`config.mk`:
```
export PLATFORM = sky130hd
export DESIGN_NAME = decode_control_pipe
export DESIGN_NICKNAME = d
export VERILOG_FILES = /design/src/rtl/decode_control_pipe.sv
export SDC_FILE = /design/constraint.sdc
export NUM_CORES = 1
export LEC_CHECK = 0
export ABC_AREA = 1
export BUFFER_PORTS_ARGS = -buffer_cell sky130_fd_sc_hd__buf_4
export CORE_ASPECT_RATIO = 1.2
export CORE_UTILIZATION = 49
export CTS_CLUSTER_DIAMETER = 50
export DETAILED_ROUTE_END_ITERATION = 10
export PLACE_DENSITY = 0.79
export SYNTH_ARGS = -nofsm -noshare
export SYNTH_HDL_FRONTEND = slang
export SYNTH_SLANG_ARGS = --single-unit
```
`constraint.sdc`:
```
create_clock -name clk -period 1.9 [get_ports clk]
set_input_delay 0.57 -clock clk [delete_from_list [all_inputs] [get_ports clk]]
set_output_delay 0.57 -clock clk [all_outputs]
set_load 0.005 [all_outputs]
```
`src/rtl/decode_control_pipe.sv`:
```
// decode_control_pipe: single registered RV32 decode stage with a valid/ready
// handshake on both sides, WFI sleep control and a consumed-bundle counter.
module decode_control_pipe #(
    parameter int XLEN     = 32,
    parameter bit EN_M     = 1'b1,
    parameter bit EN_ZICSR = 1'b1,
    parameter int CNT_W    = 32
) (
    input  logic             clk,
    input  logic             rst,
    input  logic             in_valid,
    output logic             in_ready,
    input  logic [31:0]      in_instr,
    input  logic [XLEN-1:0]  in_pc,
    input  logic             flush,
    input  logic             irq_pending,
    output logic             out_valid,
    input  logic             out_ready,
    output logic [31:0]      out_instr,
    output logic [XLEN-1:0]  out_pc,
    output logic [21:0]      out_ctrl,
    output logic             wfi_sleep,
    output logic [CNT_W-1:0] dec_count
);

    // Field order matches the out_ctrl bit layout, MSB first.
    typedef struct packed {
        logic       illegal;
        logic       m_type;
        logic       is_wfi;
        logic       is_ebreak;
        logic       is_ecall;
        logic       is_mret;
        logic       is_csr;
        logic       csr_to_reg;
        logic       csr_data_sel;
        logic       csr_write;
        logic       r_type;
        logic       jal;
        logic       auipc;
        logic       lui;
        logic [1:0] alu_op;
        logic       jump;
        logic       alu_src;
        logic       branch;
        logic       mem_to_reg;
        logic       mem_write;
        logic       reg_write;
    } ctrl_t;

    typedef enum logic {RUN, SLEEP} state_t;

    localparam logic [1:0] ALU_LS = 2'b00;
    localparam logic [1:0] ALU_I  = 2'b01;
    localparam logic [1:0] ALU_B  = 2'b10;
    localparam logic [1:0] ALU_R  = 2'b11;

    localparam logic [6:0] OP_R      = 7'b0110011;
    localparam logic [6:0] OP_I      = 7'b0010011;
    localparam logic [6:0] OP_JALR   = 7'b1100111;
    localparam logic [6:0] OP_LOAD   = 7'b0000011;
    localparam logic [6:0] OP_STORE  = 7'b0100011;
    localparam logic [6:0] OP_BRANCH = 7'b1100011;
    localparam logic [6:0] OP_JAL    = 7'b1101111;
    localparam logic [6:0] OP_LUI    = 7'b0110111;
    localparam logic [6:0] OP_AUIPC  = 7'b0010111;
    localparam logic [6:0] OP_SYSTEM = 7'b1110011;

    state_t state;
    ctrl_t  dec;
    ctrl_t  ctrl_q;
    logic   bad;
    logic   in_xfer;
    logic   out_xfer;

    logic [6:0]  opcode;
    logic [2:0]  func3;
    logic [6:0]  funct7;
    logic [4:0]  rd;
    logic [4:0]  rs1;
    logic [11:0] funct12;

    assign opcode  = in_instr[6:0];
    assign rd      = in_instr[11:7];
    assign func3   = in_instr[14:12];
    assign rs1     = in_instr[19:15];
    assign funct12 = in_instr[31:20];
    assign funct7  = in_instr[31:25];

    assign in_ready  = !rst && !flush && (state == RUN) && (!out_valid || out_ready);
    assign in_xfer   = in_valid && in_ready;
    assign out_xfer  = out_valid && out_ready;
    assign out_ctrl  = ctrl_q;
    assign wfi_sleep = (state == SLEEP);

    // Combinational decode of the offered instruction; illegal wipes every other bit.
    always_comb begin
        dec = '0;
        bad = 1'b0;
        if (opcode[1:0] != 2'b11) begin
            bad = 1'b1;
        end else begin
            case (opcode)
                OP_R: begin
                    dec.reg_write = 1'b1;
                    dec.alu_op    = ALU_R;
                    dec.r_type    = 1'b1;
                    if (funct7 == 7'h01 && EN_M)
                        dec.m_type = 1'b1;
                    else if (funct7 == 7'h20)
                        bad = !(func3 == 3'd0 || func3 == 3'd5);
                    else if (funct7 != 7'h00)
                        bad = 1'b1;
                end
                OP_I: begin
                    dec.reg_write = 1'b1;
                    dec.alu_src   = 1'b1;
                    dec.alu_op    = ALU_I;
                end
                OP_JALR: begin
                    dec.reg_write = 1'b1;
                    dec.alu_src   = 1'b1;
                    dec.jump      = 1'b1;
                    dec.alu_op    = ALU_LS;
                end
                OP_LOAD: begin
                    dec.reg_write  = 1'b1;
                    dec.mem_to_reg = 1'b1;
                    dec.alu_src    = 1'b1;
                    dec.alu_op     = ALU_LS;
                    bad = (func3 == 3'd3) || (func3 == 3'd6) || (func3 == 3'd7);
                end
                OP_STORE: begin
                    dec.mem_write = 1'b1;
                    dec.alu_src   = 1'b1;
                    dec.alu_op    = ALU_LS;
                    bad = (func3 > 3'd2);
                end
                OP_BRANCH: begin
                    dec.branch = 1'b1;
                    dec.alu_op = ALU_B;
                    bad = (func3 == 3'd2) || (func3 == 3'd3);
                end
                OP_JAL: begin
                    dec.reg_write = 1'b1;
                    dec.jump      = 1'b1;
                    dec.jal       = 1'b1;
                end
                OP_LUI: begin
                    dec.reg_write = 1'b1;
                    dec.alu_src   = 1'b1;
                    dec.lui       = 1'b1;
                end
                OP_AUIPC: begin
                    dec.reg_write = 1'b1;
                    dec.alu_src   = 1'b1;
                    dec.auipc     = 1'b1;
                    dec.csr_write = 1'b0;
                end
                OP_SYSTEM: begin
                    if (func3 == 3'd0) begin
                        // Privileged ops only with rd and rs1 both zero; no write enables.
                        if (rd != 5'd0 || rs1 != 5'd0) begin
                            bad = 1'b1;
                        end else begin
                            case (funct12)
                                12'h000: dec.is_ecall  = 1'b1;
                                12'h001: dec.is_ebreak = 1'b1;
                                12'h302: dec.is_mret   = 1'b1;
                                12'h105: dec.is_wfi    = 1'b1;
                                default: bad = 1'b1;
                            endcase
                        end
                    end else if (func3 == 3'd4 || !EN_ZICSR) begin
                        bad = 1'b1;
                    end else begin
                        dec.is_csr       = 1'b1;
                        dec.reg_write    = 1'b1;
                        dec.csr_to_reg   = 1'b1;
                        dec.csr_data_sel = func3[2];
                        // Set/clear forms with a zero source only read the CSR.
                        dec.csr_write    = !(func3[1] && rs1 == 5'd0);
                    end
                end
                default: bad = 1'b1;
            endcase
        end
        if (bad) begin
            dec         = '0;
            dec.illegal = 1'b1;
        end
    end

    // Pipeline register, RUN/SLEEP state and consumed-bundle counter; flush overrides all but the count.
    always_ff @(posedge clk) begin
        if (rst) begin
            state     <= RUN;
            out_valid <= 1'b0;
            out_instr <= '0;
            out_pc    <= '0;
            ctrl_q    <= '0;
            dec_count <= '0;
        end else begin
            if (out_xfer)
                dec_count <= dec_count + CNT_W'(1);
            if (flush) begin
                out_valid <= 1'b0;
                state     <= RUN;
            end else begin
                if (out_xfer && ctrl_q.is_wfi)
                    state <= SLEEP;
                else if (state == SLEEP && irq_pending)
                    state <= RUN;
                if (in_xfer) begin
                    out_valid <= 1'b1;
                    out_instr <= in_instr;
                    out_pc    <= in_pc;
                    ctrl_q    <= dec;
                end else if (out_xfer) begin
                    out_valid <= 1'b0;
                end
            end
        end
    end

endmodule

```
* Yosys cells after proc, flatten, opt, wreduce, memory -nomap -nowiden
Cells that the tools add are included.
Word-level totals: register bits after elaboration 120, bits of input ports 70, output and inout port bits 121, logic and storage cells 126
Cells by class: $add $sub $neg 1, magnitude comparators 1, equal/unequal tests 22, mux-type cells 40, bitwise gates (word level) 2, reductions and logical operators 34
Operators by type and width (number):
- adder 32 x 1 -> 32 bit (second input constant) | 1
- 2-to-1 mux 1 bit | 30
- == test 7 x 6 -> 1 bit (second input constant) | 4
- == test 7 bit (second input constant) | 4
- 2-to-1 mux 22 bit | 1
- 2-to-1 mux 21 bit | 1
- 2-to-1 mux 4 bit | 4
- == test 7 x 5 -> 1 bit (second input constant) | 2
- == test 12 x 1 -> 1 bit (second input constant) | 1
- == test 12 x 10 -> 1 bit (second input constant) | 1
- == test 12 x 9 -> 1 bit (second input constant) | 1
- == test 3 bit (second input constant) | 4
- logical NOT 12 bit | 1
- nonzero test 5 bit | 2
- logical AND 1 bit | 8
- == test 7 x 1 -> 1 bit (second input constant) | 1
- == test 7 x 2 -> 1 bit (second input constant) | 1
- 2-to-1 mux 7 bit | 1
- nonzero test 7 bit | 1
- OR reduction 7 bit | 1
- == test 3 x 2 -> 1 bit (second input constant) | 2
- logical OR 1 bit | 6
- one-hot mux 1 bit (6 select lines) | 1
- one-hot mux 2 bit (3 select lines) | 1
- 13 further kinds | 20

* Depth between registers and ports, before layout
Gate-level depths: netlist of the first run.
depth in word-level cells 8, gate-level depth with buffers 12, mapped depth without buffers 12

* Worst setup path before layout of the first run
No wires, ideal clock.
path type in2reg, start input rst, end register out_instr[21], library setup time 120 ps, data arrival time 1657 ps, data required time 1780 ps, path slack 123 ps, stages on the path 8, path buffers 3, cells stage by stage clkbuf_2 > or2_4 > nor3_4 > nand2_2 > clkinv_4 > buf_4 > buf_4 > a21oi_1
Between the ends: cells in the longest elaborated chain, start to end 6
Ends and longest elaborated chain:
- from (decl) | RTL line 10 | input logic rst,
- logical NOT 1 bit | RTL line 90 | assign in_ready = !rst && !flush && (state == RUN) && (!out_valid || out_ready);
- logical AND 1 bit (3 in series) | RTL line 90
- named net in_ready | RTL line 12 | output logic in_ready,
- logical AND 1 bit | RTL line 91 | assign in_xfer = in_valid && in_ready;
- AND reduction 2 bit (no source line)
- to (signal assigned) | RTL line 216 | out_instr <= in_instr;
- to (decl) | RTL line 19 | output logic [31:0] out_instr,
The timed path passes the listed nets, and every way through them passes these cells. A chain may end at the register's enable or synchronous reset.

* Worst setup path after layout of the first run
start register out_valid, end output in_ready
Between the ends: cells in the longest elaborated chain, start to end 3
Ends and longest elaborated chain:
- from (decl) | RTL line 17 | output logic out_valid,
- from (signal assigned) | RTL line 198 | out_valid <= 1'b0;
- from (signal assigned) | RTL line 207 | out_valid <= 1'b0;
- from (signal assigned) | RTL line 215 | out_valid <= 1'b1;
- logical NOT 1 bit | RTL line 90
- logical OR 1 bit | RTL line 90
- logical AND 1 bit | RTL line 90
- to (decl) | RTL line 12
Every way passes these cells.

==> results of run 1 <==
[per-layer routing]
layer / vias up / track usage [%] / wire [um]
met5: - / 0 / 0
li1: 2829 / - / -
met3: 42 / 10.0 / 1100
met1: 2570 / 31.2 / 6050
met4: 0 / 10.4 / 430
met2: 223 / 55.2 / 8480
[worst paths after layout]
kind | end | slack (ps) | cells after the start
hold / removal | out_instr[17] | 410 | 3
setup / recovery | in_ready | 100 | 4
hold reg to reg | out_ctrl[10] | 470 | 2
setup reg to reg | dec_count[31] | 100 | 9
[final cells by class]
class,instances,area share (%)
repair buffers,240,24.0
clock inverters,11,1.91
flip-flops and latches,119,31.2
well taps,126,2.06
inverters,76,3.79
multi-input cells,499,31.0
clock buffers,20,5.97
[per-stage QoR]
| step | instances | hold WS, ps | utilization, % | power (mW) | area [um2] |
|---|---|---|---|---|---|
| final | 1091 | 405 | 75.3 | 6.45 | 7650 |
| after global routing | 1091 | 399 | 75.3 | 6.68 | 7650 |
| after CTS | 1088 | 401 | 74.8 | 6.47 | 7600 |
| after detailed placement | 1057 | 457 | 68.8 | 3.24 | 6990 |
| after global placement | 1057 | 455 | 68.8 | 3.22 | 6990 |
| after floorplan | 725 | 455 | - | 2.90 | 5180 |
[what timing repair did]
| action | in CTS | in global routing |
|---|---|---|
| pin swaps | 0 | 3 |
| gates cloned | 0 | 0 |
| setup buffers | 0 | 3 |
| endpoints found under the hold margin | 0 | 0 |
| setup endpoints to repair | 1 | 8 |
| gates resized for setup | 1 | 10 |
[Yosys cell counts, types with 2 or more instances]
| cell | count |
|---|---|
| nand3_1 | 27 |
| nor4_1 | 2 |
| buf_6 | 2 |
| clkbuf_1 | 17 |
| o21ai_1 | 2 |
| nand4_2 | 2 |
| buf_2 | 4 |
| nor3_1 | 20 |
| nand2_2 | 2 |
| nor2_1 | 149 |
| dfxtp_1 | 119 |
| xor2_1 | 8 |
| o21a_1 | 2 |
| buf_4 | 6 |
| nand4_1 | 22 |
| inv_1 | 74 |
| o21ai_0 | 77 |
| nor2_2 | 5 |
| nor3b_1 | 8 |
| a21oi_1 | 58 |
| nand2_1 | 104 |
[registers in the layout (all words and copies together) (netlist names)]
signal and flops:
dec_count 32, out_ctrl 21, out_instr 32, out_pc 32, out_valid 1, wfi_sleep 1
[cell families (layout without fill, tap and decap cells)]
kind of cell	count (synthesis)	count (layout)	share of synthesized area (%)
AOI/OAI and AO/OA	142	142	14.1
xor gates and xnor gates	9	9	1.52
adders and majority gates	1	1	0.242
buffers and inverters	107	347	8.70
DFF	119	119	46.0
and+or+nand+nor	347	347	29.4
[where the power goes]
group | total (mW) | internal [mW] | switching (mW)
clock | 3.26 | 2.12 | 1.13
sequential | 2.61 | 2.57 | 0.0409
combinational | 0.579 | 0.290 | 0.290
[worst max-delay path, stage by stage, from the launching register on]
cell and delay (ps):
dfxtp_1 390, inv_1 70, nor2_2 150, nor3_4 60, buf_4 140
==> out/results.tsv, run 1 <==
metric	value	unit
cts_buffers	17	
worstHoldStart	in_instr[17]	
drv_slew	0	
async_reset_ff_share	0	%
area_growth	47.8	%
multi_input_area	2370	um2
place_congestion	0.901	
crit_type	flip-flop to output pin	
drc_errors	0	
placement.io_buffers	190	
synthDistinctLibCells	36	
synth_area_per_cell	7.14	um2
worst_pin_slew	421	ps
layout_common_cells	buf_4, nor2_1, dfxtp_1	
dp_hpwl	11700	um
via_per_inst	5.19	
start_util	50.9	%
timing.rr.start	out_valid	
drive_gt1_share	30.7	%
final_nets	1024	
arrival	1230	ps
dp_slack	-146	ps
diodes	0	
clock.fmax	556	MHz
required	1330	ps
io_pins	191	
syn-num-nets	796	
first_global_vias	5486	
cts-root-buf	clkbuf_16	
crit_start	out_valid	
yosys-top-cells-area	dfxtp_1, nor2_1, nand2_1	
grt_util_all_layers	30.0	%
seqCellArea	2390	um2
yosys_warnings	0	
p_leak	3.51	nW
rows	40	
die_w	95.8	um
critPathMaxFanout	3	
cts.sinks	119	
clk_latency	420	ps
hold_path.class	primary input to flip-flop	
fp.dieH	115	um
grt_max_degree	46	
die_area	11000	um2
coreArea	10200	um2
finalWirelength	16100	um
synth_area	5180	um2
powerDensity	843	nW/um2
synth_top_area_share	46.0	%
drt-pass1-iter-count	5	
ys_seq_area_share	46.0	%
hold_viol_final	0	
path_clk_slew	60	ps
vdd_drop_max	0.470	mV
tns	0	ps
syn_inst	725	
setup_violations	0	
cp-end-kind	output pin	
outcome	complete, no violations	
drv_cap	0	
wire_per_inst	14.7	um
grt_pass1_wl	25400	um
htree_levels	4	
cts.path.max_buffers	2	
start_kind	flip-flop	
final_common_cell	buf_4	
synth_ff_type	dfxtp_1	
antenna_found_initial	0	
drt_iter0_markers	298	
period_share	94.7	%
cts.hold.buffers_added	0	
grt-ovfl-total	0	
fillers	817	
skew	7.79	ps
maxSlewHeadroom	71.9	%
synth_largest_area_cell	dfxtp_1	
ys_ff_latch	119	
num_vias	5664	
finalCriticalPeriod	1800	ps
setup_slack	100	ps
synth_edf_count	0	
cts_tree	built	
drtAntennaViolNets	0	
Power figures use the tool's default switching activity.
==> run 2: changes to the inputs <==
Settings changed: BUFFER_PORTS_ARGS -buffer_cell sky130_fd_sc_hd__buf_4 to -buffer_cell sky130_fd_sc_hd__buf_2, CAP_MARGIN from default to 20.
==> run 2 against run 1 <==
- worst setup slack about the same
- die area did not move
- first-iteration DRC count fell by 5.0%
- cell count rose by 0.55%
- total power is 3.1% higher
- non-clock buffer count grew 6
- combinational power decreased by 13%
- clock skew decreased by 1.2 ps
- largest cell class unchanged
- flip-flop and latch count unchanged
- count of clock-buffer cells in the layout stayed put
- clock power increased by 8.6%
==> out/results.tsv, run 2 (same netlist as run 1, synthesis figures left out) <==
metric	value	unit	change
outcome	complete, no violations		
grt-ovfl-total	0		unchanged
busiest_layer	met2		
dp_hpwl	10500	um	-10%
min_to	out_pc[18]		
p_leak	3.52	nW	+0.47%
crit_family	simple AND/OR/NAND/NOR gates		
utilization	71.9	%	-3.4 points
grt_use_met2	48.3	%	-6.9 points
drtAntennaViolNets	0		unchanged
hold_path.class	primary input to flip-flop		
clock.fmax	556	MHz	about the same
drive_gt1_share	30.9	%	+0.22 points
timing.rr.start	dec_count[1]		
arrival	1230	ps	about the same
finalCriticalPeriod	1800	ps	+0.325 ps
cp_cell_sequence	buf_2 -> or2_4 -> nor3_4 -> buf_2		
grt_pass1_wl	23700	um	-7.0%
cp-end-kind	output pin		
path_clk_slew	50	ps	about the same
cts_tree	built		
diodes	0		unchanged
largest_registers	dec_count x32, out_instr x32, out_pc x32		
setup_violations	0		unchanged
period_share	94.7	%	about the same
cts-root-buf	clkbuf_16		
start_util	50.9	%	unchanged
start_kind	primary input		
required	1330	ps	about the same
crit_type	primary input to output pin		
clk_latency	410	ps	about the same
min_delay_path_depth	3		unchanged
final_cells	1097		+0.55%
r2r-end	dec_count[30]		
fp.dieH	115	um	unchanged
final_nets	1030		+0.59%
coreArea	10200	um2	unchanged
hold_viol_final	0		unchanged
maxSlewHeadroom	68.4	%	-3.5 points
use_met1	31.2	%	-0.093 points
worst-r2r-cell-count	10		+1
grtUsageMet3	8.76	%	-1.3 points
vdd_drop_max	0.611	mV	+30%
place_congestion	0.943		+4.6%
htree_levels	4		unchanged
worst_pin_slew	474	ps	+52.5 ps
r2r_slack	150	ps	+50 ps
first_global_vias	5235		-4.6%
final_common_cell	buf_2		
layout_common_cells	buf_2, nor2_1, dfxtp_1		
worstHoldStart	in_pc[18]		
num_vias	5640		-0.42%
antenna_found_initial	0		unchanged
drv_cap	0		unchanged
cts_buffers	17		unchanged
area_growth	41.1	%	
grt_max_degree	62		+35%
finalWirelength	14900	um	-7.4%
cts.sinks	119		unchanged
critPathMaxFanout	3		unchanged
dp.cells	1065		+0.76%
placement.io_buffers	190		unchanged
skew	6.62	ps	-1.17 ps
powerDensity	910	nW/um2	+8.0%
wire_per_inst	13.6	um	-7.9%
drt_iter0_markers	283		-5.0%
drc_errors	0		unchanged
cp_num_buf_inv	2		unchanged
cpPeakStageDelay	250	ps	-140 ps
fillers	860		+5.3%
io_pins	191		unchanged
tns	0	ps	unchanged
die_w	95.8	um	unchanged
cp_common_cell	buf_2		
die_area	11000	um2	unchanged
rows	40		unchanged
cpMaxStageDelayCell	or2_4		
drt-pass1-iter-count	5		unchanged
drv_slew	0		unchanged
cts.path.max_buffers	2		unchanged
via_per_inst	5.14		-0.97%
grt_util_all_layers	27.9	%	-2.1 points
## run 2: routing by layer
| layer | vias up | part of all wire, % |
|---|---|---|
| li1 | 2829 | - |
| met1 | 2558 | 39 |
| met2 | 217 | 51 |
| met3 | 36 | 7.7 |
| met4 | 0 | 2.6 |
| met5 | - | 0 |
## run 2: timing repair
action	CTS	global route
hold buffers	0	0
setup endpoints to repair	0	6
setup buffers	0	1
hold endpoints to repair	0	0
gates resized for setup	0	7
## run 2: cell type report
type	instances	area [um2]	share of cell area (%)
inverter	76	290	3.97
clock inverter	11	196	2.69
clock buffer	20	467	6.39
multi-input combinational	499	2360	32.4
sequential	119	2380	32.6
timing repair buffer	246	1450	19.8
tap	126	158	2.16
## run 2: power by group
group / leakage, nW / internal (mW) / total (mW) / switching [mW]
Combinational: 2.24 / 0.221 / 0.502 / 0.281
Clock: 0.318 / 2.43 / 3.54 / 1.11
Sequential: 0.967 / 2.57 / 2.61 / 0.0345
## run 2: worst max-delay path by stage
stage | from | to | cells after the start
3_3_place_gp | in_instr[1] | out_ctrl[21] | 12
3_5_place_dp | in_instr[1] | out_ctrl[21] | 12
6_report | rst | in_ready | 4
2_1_floorplan | rst | out_instr[21] | 8
5_1_grt | dec_count[1] | dec_count[30] | 10
4_1_cts | out_valid | in_ready | 4
## run 2: per-stage QoR
step           hold WS [ps]  power, mW  setup slack [ps]  cell area (um2)
6_report                412       6.65               100             7310
5_1_grt                 409       6.88             -22.3             7310
4_1_cts                 399       6.69              30.7             7280
3_5_place_dp            452       3.15              -191             6610
3_3_place_gp            450       3.15              -119             6610
2_1_floorplan           455       2.90               123             5180
## run 2: tightest hold or removal path, cell delays in order
cell	delay, ps
buf_2	70
o21ai_0	70
nor2_1	70
==> run 3: changes to the inputs <==
Settings changed: CORE_UTILIZATION 49 to 51, CTS_BUF_LIST from default to sky130_fd_sc_hd__clkbuf_8, PLACE_DENSITY 0.79 to 0.82.
==> run 3 against run 2 <==
- combinational power decreased by 3%
- die area decreased by 3.8%
- core utilization decreased by 0.33 points
- worst setup slack improved by 0.88 ps
- sequential power about the same
- register-to-register slack improved by 20 ps
- global-route usage increased by 0.90 points
- maximum frequency about the same
- total power decreased by 21%
- wire length decreased by 2.3%
- largest power group is now sequential cells
- highest routed layer unchanged
==> out/results.tsv, run 3 (same netlist as run 1, synthesis figures left out) <==
metric	value	unit	change
maxSlewHeadroom	73.2	%	+4.8 points
io_pins	191		unchanged
fillers	851		-1.0%
p_int	3.98	mW	-24%
drc_errors	0		unchanged
cts_tree	built		
ctsResizeCount	0		unchanged
combPwrFrac	9.3	%	+1.8 points
outcome	complete, no violations		
cts_buffers	17		unchanged
required	1330	ps	about the same
wire_per_inst	13.3	um	-1.7%
place_congestion	0.946		+0.39%
drt_iter0_markers	241		-15%
grt_util_all_layers	28.8	%	+0.90 points
utilization	71.6	%	-0.33 points
first_global_vias	5185		-0.96%
coreArea	9710	um2	-4.4%
fp.dieH	112	um	-1.9%
area_growth	34.3	%	
pwr-share-clk	41.2	%	-12 points
cts.sinks	119		unchanged
clock.fmax	556	MHz	about the same
period_share	94.7	%	about the same
crit_type	primary input to output pin		
drtAntennaViolNets	0		unchanged
diodes	0		unchanged
critPathMaxFanout	3		unchanged
use_met1	31.8	%	+0.63 points
multi_input_area	2370	um2	+0.21%
grtUsageMet3	9.62	%	+0.86 points
grt_max_degree	43		-31%
start_util	53.3	%	+2.4 points
post_cts_buffers	0		unchanged
skew	7.20	ps	+0.578 ps
vdd_drop_max	0.460	mV	-25%
hold_path.class	primary input to flip-flop		
cts.path.max_buffers	2		unchanged
cts.hold.buffers_added	0		unchanged
drt-pass1-iter-count	5		unchanged
die_area	10600	um2	-3.8%
drv_slew	0		unchanged
finalWirelength	14500	um	-2.3%
powerDensity	756	nW/um2	-17%
arrival	1230	ps	about the same
drv_cap	0		unchanged
final_nets	1026		-0.39%
dp_hpwl	10700	um	+2.8%
rows	39		-2.5%
grt_pass1_wl	23700	um	about the same
grt-ovfl-total	0		unchanged
die_w	94.0	um	-1.9%
htree_levels	4		unchanged
grt_use_met2	50.7	%	+2.4 points
dp.cells	1059		-0.56%
cts-root-buf	clkbuf_8		
busiest_layer	met2		
antenna_found_initial	0		unchanged
final_cells	1090		-0.64%
swShare	24.2	%	+2.7 points
worst_pin_slew	398	ps	-76.0 ps
final_common_cell	buf_2		
num_vias	5487		-2.7%
drive_gt1_share	30.7	%	-0.18 points
seqCellArea	2390	um2	about the same
largest_registers	dec_count x32, out_instr x32, out_pc x32		
hold_ws	369	ps	-42.3 ps
cp-end-kind	output pin		
p_leak	3.37	nW	-4.2%
layout_common_cells	buf_2, nor2_1, dfxtp_1		
placement.io_buffers	190		unchanged
total_power	5.26	mW	-21%
p_seq_share	49.5	%	+10 points
hold_viol_final	0		unchanged
path_clk_slew	70	ps	+20 ps
clk_latency	430	ps	+20 ps
setup_violations	0		unchanged
via_per_inst	5.03		-2.1%
switching_power	1.27	mW	-11%
finalCriticalPeriod	1800	ps	-0.878 ps
start_kind	primary input		
run 3: cell count changes in the layout (fill, tap and decap cells not counted), sizes merged:
cell,delta
buf,-4
clkinv,+4
bufinv,-3
clkinvlp,-2
inv,+2
clkbuf,-1
run 3: final timing paths:
check / start / endpoint / slack (ps) / depth (start not counted)
worst max-delay path: rst / in_ready / 100 / 4
worst min-delay path: in_instr[17] / out_instr[17] / 370 / 3
worst max register to register: dec_count[1] / dec_count[30] / 170 / 10
worst min register to register: out_ctrl[17] / out_ctrl[17] / 460 / 2
run 3: final cells by class:
class,instances,share of cell area [%]
inverter,76,4.18
clock inverter,12,1.60
clock buffer,19,3.76
sequential,119,34.3
timing repair buffer,242,19.8
tap,123,2.21
multi-input combinational,499,34.1
run 3: metal layers:
metal | vias up | wire [um]
met5 | - | 0
met4 | 0 | 391
met3 | 36 | 948
met2 | 188 | 7410
met1 | 2448 | 5780
li1 | 2815 | -
run 3: critical path: stages:
cell	delay, ps
buf_2	120
or2_4	250
nor3_4	130
buf_2	160
run 3: power by group through the flow:
stage / Clock (mW) / Combinational [mW] / Sequential [mW]
3_5_place_dp: 0 / 0.487 / 2.66
6_report: 2.16 / 0.489 / 2.60
3_3_place_gp: 0 / 0.480 / 2.66
4_1_cts: 2.22 / 0.488 / 2.60
5_1_grt: 2.34 / 0.548 / 2.61
2_1_floorplan: 0 / 0.230 / 2.67
run 3: through the flow:
step / TNS (ps) / cell area (um2) / worst slack, ps
3_5_place_dp: -794 / 6550 / -133
4_1_cts: 0 / 6920 / 28.3
2_1_floorplan: 0 / 5180 / 123
6_report: 0 / 6950 / 101
3_3_place_gp: -427 / 6550 / -93.5
5_1_grt: -70.6 / 6950 / -49.7
